==> config.mk <==
export PLATFORM = sky130hd
export DESIGN_NAME = input_debounce_array
export DESIGN_NICKNAME = d
export VERILOG_FILES = /design/src/rtl/input_debounce_array.sv
export SDC_FILE = /design/constraint.sdc
export NUM_CORES = 1
export LEC_CHECK = 0
export CAP_MARGIN = 20
export CORE_ASPECT_RATIO = 0.5
export CORE_MARGIN = 5
export CORE_UTILIZATION = 50
export DETAILED_ROUTE_END_ITERATION = 10
export PLACE_DENSITY_LB_ADDON = 0.1
export SLEW_MARGIN = 20
export SYNTH_ARGS = -nofsm -noshare
export SYNTH_HDL_FRONTEND = slang
export SYNTH_SLANG_ARGS = --single-unit
==> constraint.sdc <==
create_clock -name clk -period 2.7 [get_ports clk]
set_input_delay 0.81 -clock clk [delete_from_list [all_inputs] [get_ports clk]]
set_output_delay 0.81 -clock clk [all_outputs]
set_load 0.02 [all_outputs]
==> src/rtl/input_debounce_array.sv <==
// Multi-channel input debouncer: per channel a 2-flop synchroniser, stability
// filter, debounced level, rise/fall strobes and long-press/auto-repeat strobes.
module input_debounce_array #(
  parameter int unsigned NUM_CH        = 4,
  parameter int unsigned STABLE_CYCLES = 1000000,
  parameter int unsigned HOLD_CYCLES   = 50000000,
  parameter int unsigned REPEAT_CYCLES = 10000000,
  parameter bit          ACTIVE_LOW    = 1'b0,
  parameter bit          RESET_LEVEL   = 1'b0
) (
  input  logic              clk,
  input  logic              rst_n,
  input  logic [NUM_CH-1:0] i,
  output logic [NUM_CH-1:0] o,
  output logic [NUM_CH-1:0] rise,
  output logic [NUM_CH-1:0] fall,
  output logic [NUM_CH-1:0] hold
);

  localparam int unsigned CW          = $clog2(STABLE_CYCLES + 1);
  localparam int unsigned STABLE_LAST = STABLE_CYCLES - 1;
  localparam int unsigned HMAX        = (HOLD_CYCLES > REPEAT_CYCLES) ? HOLD_CYCLES : REPEAT_CYCLES;
  localparam int unsigned HW          = (HMAX > 0) ? $clog2(HMAX + 1) : 1;
  localparam int unsigned HOLD_LAST   = (HOLD_CYCLES > 0) ? HOLD_CYCLES - 1 : 0;
  localparam int unsigned RPT_LAST    = (REPEAT_CYCLES > 0) ? REPEAT_CYCLES - 1 : 0;
  // Synchroniser reset value chosen so the filtered sample starts at RESET_LEVEL.
  localparam bit          SYNC_RST    = RESET_LEVEL ^ ACTIVE_LOW;

  typedef enum logic [1:0] {
    PH_FIRST  = 2'd0,
    PH_REPEAT = 2'd1,
    PH_DONE   = 2'd2
  } phase_t;

  genvar c;
  for (c = 0; c < NUM_CH; c++) begin : g_ch
    logic          s0;
    logic          s1;
    logic          f;
    logic          o_q;
    logic          rise_q;
    logic          fall_q;
    logic          flip_c;
    logic [CW-1:0] cnt_q;

    assign f      = s1 ^ ACTIVE_LOW;
    assign flip_c = (f != o_q) && (cnt_q == CW'(STABLE_LAST));

    // Synchroniser, stability counter and level/edge registers.
    always_ff @(posedge clk or negedge rst_n) begin
      if (!rst_n) begin
        s0     <= SYNC_RST;
        s1     <= SYNC_RST;
        o_q    <= RESET_LEVEL;
        cnt_q  <= '0;
        rise_q <= 1'b0;
        fall_q <= 1'b0;
      end else begin
        s0     <= i[c];
        s1     <= s0;
        rise_q <= flip_c & f;
        fall_q <= flip_c & ~f;
        if ((f == o_q) || flip_c) begin
          cnt_q <= '0;
        end else begin
          cnt_q <= cnt_q + CW'(1);
        end
        if (flip_c) begin
          o_q <= f;
        end
      end
    end

    assign o[c]    = o_q;
    assign rise[c] = rise_q;
    assign fall[c] = fall_q;

    if (HOLD_CYCLES > 0) begin : g_hold
      phase_t        phase_q;
      phase_t        phase_d;
      logic [HW-1:0] hcnt_q;
      logic [HW-1:0] hcnt_d;
      logic          hold_q;
      logic          hold_d;

      always_ff @(posedge clk or negedge rst_n) begin
        if (!rst_n) begin
          phase_q <= PH_FIRST;
          hcnt_q  <= '0;
          hold_q  <= 1'b0;
        end else begin
          phase_q <= phase_d;
          hcnt_q  <= hcnt_d;
          hold_q  <= hold_d;
        end
      end

      // A falling edge (o high and flipping) restarts the press and drops any due strobe.
      always_comb begin
        phase_d = phase_q;
        hcnt_d  = hcnt_q;
        hold_d  = 1'b0;
        if (!o_q || flip_c) begin
          phase_d = PH_FIRST;
          hcnt_d  = '0;
        end else begin
          case (phase_q)
            PH_FIRST: begin
              if (hcnt_q == HW'(HOLD_LAST)) begin
                hold_d  = 1'b1;
                hcnt_d  = '0;
                phase_d = (REPEAT_CYCLES > 0) ? PH_REPEAT : PH_DONE;
              end else begin
                hcnt_d = hcnt_q + HW'(1);
              end
            end
            PH_REPEAT: begin
              if (hcnt_q == HW'(RPT_LAST)) begin
                hold_d = 1'b1;
                hcnt_d = '0;
              end else begin
                hcnt_d = hcnt_q + HW'(1);
              end
            end
            default: begin
              hcnt_d = hcnt_q;
            end
          endcase
        end
      end

      assign hold[c] = hold_q;
    end else begin : g_nohold
      assign hold[c] = 1'b0;
    end
  end

endmodule

**Word level (Yosys, flattened, before mapping)**

Cells that the tools add are included.

- Flip-flop bits (word level): 216
- Bits of input ports: 6
- Output and inout bits: 16
- Word-level logic and storage cells: 164

- $add $sub $neg: 8
- Equality and inequality tests: 24
- Muxes and demuxes: 48
- Bitwise operators: 12
- Reductions and logical operators: 36

Operators by type and width:

| cell | count |
|---|---|
| $mux W26 | 12 |
| $pmux W26 S2 | 4 |
| $add A26 B1 Y26 const B | 4 |
| $eq A26 B24 Y1 const B | 4 |
| $eq A26 B26 Y1 const B | 4 |
| $add A20 B1 Y20 const B | 4 |
| $eq A20 B20 Y1 const B | 4 |
| $mux W20 | 4 |
| $mux W2 | 12 |
| $reduce_bool A2 Y1 | 8 |
| $mux W1 | 12 |
| $reduce_bool A3 Y1 | 4 |
| $and A1 B1 Y1 | 8 |
| $eq A2 B1 Y1 const B | 4 |
| $logic_not A2 Y1 | 4 |
| $logic_or A1 B1 Y1 | 8 |
| $pmux W1 S2 | 4 |
| $reduce_and A2 Y1 | 4 |
| $eq A1 B1 Y1 | 4 |
| $logic_and A1 B1 Y1 | 4 |
| $logic_not A1 Y1 | 4 |
| $ne A1 B1 Y1 | 4 |
| $not A1 Y1 | 4 |

**Depth between registers and ports, before layout**

- Depth after elaboration: 5
- Gate-level depth with buffers: 7
- Mapped depth without buffers: 5

**Worst setup path after synthesis**

Ideal clock, no wire load.

- Path type: register to register
- Start point: reg g_ch[0].cnt_q[12]
- End point: reg g_ch[0].g_hold.hcnt_q[1]
- Arrival: 2.073 ns
- Data required time: 2.558 ns
- Path slack: 0.485 ns
- Stages on the path, launching flop included: 7
- Path buffers: 2
- Clock period less this slack: 2.215 ns
- Cell sequence: dfrtp_1 clkbuf_2 or4_1 or4_4 o31ai_4 buf_6 nor3b_1

- Longest elaborated chain between the ends: 4
- Elaborated cells between the ends (all ways): 5
- Those cells by class: 1 x eq/ne; 1 x mux; 3 x reduce/logical

Ends and longest elaborated chain:

| element | line | source |
|---|---|---|
| start, declared | 44 | `logic [CW-1:0] cnt_q;` |
| start signal, assigned | 66 | `cnt_q <= cnt_q + CW'(1);` |
| $eq A20 B20 Y1 | 47 | `assign flip_c = (f != o_q) && (cnt_q == CW'(STABLE_LAST));` |
| $logic_and A1 B1 Y1 | 47 |  |
| $logic_or A1 B1 Y1 | 103 | `if (!o_q \|\| flip_c) begin` |
| $mux W26 | 103 |  |
| via g_ch[0].g_hold.hcnt_d[1] | 82 | `logic [HW-1:0] hcnt_d;` |
| end signal, assigned | 93 | `hcnt_q <= hcnt_d;` |
| end, declared | 81 | `logic [HW-1:0] hcnt_q;` |

The timed path passes the listed nets, and every way through them passes these cells.
A chain may end at the register's enable or synchronous reset.

**Worst setup path in the final report**

- Start point: reg g_ch[0].o_q
- End point: out o[0]

RTL lines:

| element | line | source |
|---|---|---|
| start, declared | 40 | `logic o_q;` |
| start signal, assigned | 54 | `o_q <= RESET_LEVEL;` |
| start signal, assigned | 69 | `o_q <= f;` |
| end, declared | 14 | `output logic [NUM_CH-1:0] o,` |

No word-level cell between the ends.

==> flow_metrics.env <==
export IMPL_synthTopCellsByArea="dfrtp_1 48%, xnor2_1 5.1%, or4_1 3.9%, a211oi_1 3.3%, nand3_1 3.3%"
export IMPL_internal_power_mw=4.96
export IMPL_post_cts_setup_buffer_count=0
export IMPL_path_buf_inv=1
export IMPL_vias=8390
export IMPL_synth_edf_count=0
export IMPL_synthFlopType="dfrtp_1"
export IMPL_antenna_left=0
export IMPL_synthArstFlopShare_pct=100
export IMPL_cts_sinks=212
export IMPL_synthCells=1107
export IMPL_drc=0
export IMPL_worst_ir_drop_vdd_uv=354
export IMPL_dpl_hpwl_um=14500
export IMPL_slew_headroom_pct=60.3
export IMPL_initial_core_util_pct=50.8
export IMPL_cts_root_buf="clkbuf_16"
export IMPL_final_nets=1134
export IMPL_cpPeakStageDelay_ns=0.67
export IMPL_die_width_um=220
export IMPL_io_buffer_count=21
export IMPL_synth_top_area_share_pct=48.3
export IMPL_period_minus_slack_ns=2.48
export IMPL_die_height_um=115
export IMPL_switching_share_pct=21.1
export IMPL_syn_to_final_growth_pct=10.8
export IMPL_comb_power_share_pct=2.1
export IMPL_overflow=0
export IMPL_hp_class="in -> async"
export IMPL_crit_path_top_delay_cell="clkdlybuf4s50_1"
export IMPL_power_frac_seq_pct=51.2
export IMPL_ys_ff_latch=212
export IMPL_final_common_cell="dfrtp_1"
export IMPL_ys_seq_area_share_pct=48.3
export IMPL_core_rowCount=38
export IMPL_p_leak_nw=4.43
export IMPL_rr_worst_depth=5
export IMPL_worstPathRequired_ns=1.89
export IMPL_grt_pass1_wl_um=39400
export IMPL_wl_per_cell_um=15.3
export IMPL_h_tree_depth=1
export IMPL_crit_type="reg -> out"
export IMPL_fin_setup_tns_ns=0
export IMPL_path_cells="clkdlybuf4s50_1"
export IMPL_cp_max_fo=6
export IMPL_fmax_ghz=0.402
export IMPL_utilization_pct=56.3
export IMPL_worst_pin_slew_ns=0.590
export IMPL_cts_buffers_inserted=21
export IMPL_diodes=0
export IMPL_finClkSkew_ns=0.00620
export IMPL_arrival_ns=1.67
export IMPL_slew_viol_final=0
export IMPL_io_pins=22
export IMPL_period_share_pct=92.0
export IMPL_core_um2=21600
export IMPL_yosys_warnings=0
export IMPL_die_area_um2=25200
export IMPL_cp_start_kind="register"
export IMPL_power_share_clock_pct=46.7
export IMPL_drt_pass1_iter_count=4
export IMPL_max_cap_violations=0
export IMPL_grtUsageTotal_pct=18.2
export IMPL_antenna_found_initial=0
export IMPL_yosysTopAreaCell="dfrtp_1"
export IMPL_routed_wl_um=21800
export IMPL_netlist_area_um2=11000
export IMPL_grt_pass1_vias=8314
export IMPL_finalSetupViolations=0
export IMPL_p_per_area_nw_per_um2=517
export IMPL_hold_violations=0
export IMPL_clockBufferDepth=3
export IMPL_holdWs_ns=0.226
export IMPL_place_congestion=0.838
export IMPL_cp_end_kind="output pin"
export IMPL_first_iter_violations=523
export IMPL_via_per_inst=5.87
export IMPL_clk_latency_ns=0.50
export IMPL_cp_top_family="buffers and inverters"
export IMPL_ctsHoldBuffers=0
export IMPL_cts_tree="done"
export IMPL_worst_path_stages=1
export IMPL_switchingPower_mw=1.33
export IMPL_synthDistinctLibCells=56
export IMPL_grt_setup_unrepaired="no"
export IMPL_status="finished, final reports clean"
export IMPL_synth_fp_nets=1125
export IMPL_grt_max_degree=57
export IMPL_syn_avg_cell_area_um2=9.93
export IMPL_cts_clk_slew_worst_paths_ns=0.06
export IMPL_final_cell_mix="212 x dfrtp_1, 72 x nand3_1, 70 x nor3_1"
export IMPL_drive_above_1_share_pct=7.52
export IMPL_cts_repair_resized=0
kinds of logic (layout without fill, tap and decap cells):
kind of cell               count (synthesis)  in the layout  synth area share [%]
muxes                                      4              4                 0.410
xor gates and xnor gates                  98             98                  7.81
AOI/OAI and AO/OA                        165            165                  10.6
and+or+nand+nor                          527            527                  27.5
DFF                                      212            212                  48.3
buffers and inverters                     89            112                  4.01
adders and majority gates                 12             12                  1.37
area by class of cell:
cell class                      instances  area (um^2)
Clock inverter                          9         95.1
Tap cell                              300          375
Multi-Input combinational cell        806         5270
Inverter                               31          116
Clock buffer                           28          592
Fill cell                            1938         9450
Sequential cell                       212         5310
Timing Repair Buffer                   44          425
Yosys cell counts (5+ instances only):
cell	instances
xnor2_1	64
or3_1	41
or2_2	5
nand3_1	72
ha_1	12
nor4_1	22
o21ai_0	31
and2_1	11
nor3b_1	12
inv_1	31
or4_1	57
nand4_1	47
a211oi_1	49
nor4b_1	10
nor2_1	66
buf_2	11
dfrtp_1	212
nand2_1	57
clkbuf_1	24
nor3_1	70
o31ai_1	41
and3_1	19
xor2_1	34
nor2b_1	5
and4_1	8
a21oi_1	28
buf_4	16
worst paths after layout:
| kind | start | end | slack, ns |
|---|---|---|---|
| min | rst_n | g_ch[3].g_hold.hold_q$_DFF_PN0_ | 0.23 |
| max | g_ch[0].o_q$_DFFE_PN0P_ | o[0] | 0.22 |
| min in group clk | g_ch[0].s0$_DFF_PN0_ | g_ch[0].f$_DFF_PN0_ | 0.35 |
| min reg2reg | g_ch[0].s0$_DFF_PN0_ | g_ch[0].f$_DFF_PN0_ | 0.35 |
| max reg2reg | g_ch[0].cnt_q[7]$_DFF_PN0_ | g_ch[0].g_hold.hcnt_q[8]$_DFF_PN0_ | 0.38 |
| max in group asynchronous | rst_n | g_ch[0].cnt_q[1]$_DFF_PN0_ | 1.82 |
state kept, by name (all words and copies together) (netlist names):
signal and count:
g_ch.g_hold.hcnt_q 104, g_ch.cnt_q 80, g_ch.f 4, g_ch.fall_q 4
g_ch.g_hold.hold_q 4, g_ch.g_hold.phase_q 4, g_ch.o_q 4, g_ch.rise_q 4
g_ch.s0 4
power by group through the flow:
stage	registers, mW	clock network, mW	logic (mW)
floorplan	3.27	0	0.0374
global placement	3.28	0	0.136
detailed placement	3.28	0	0.139
CTS	3.22	3.05	0.139
global route	3.22	3.18	0.157
finish	3.22	2.94	0.131
per-stage QoR:
stage | setup slack, ns | instances | area (um^2) | power, mW
after floorplan | 0.485 | 1107 | 11000 | 3.31
after global placement | 0.457 | 1393 | 11500 | 3.41
after detailed placement | 0.404 | 1393 | 11500 | 3.42
after CTS | 0.179 | 1430 | 12200 | 6.40
after global routing | 0.152 | 1430 | 12200 | 6.56
final | 0.215 | 1430 | 12200 | 6.29
per-layer routing:
metal,GRT usage [%],share of wire [%],up-vias
li1,-,-,4146
met1,25.6,49,4128
met2,30.0,46,87
met3,3.31,2.7,29
met4,3.61,1.9,0
met5,0,0,-
No activity file was read; power rests on OpenSTA's default activity.
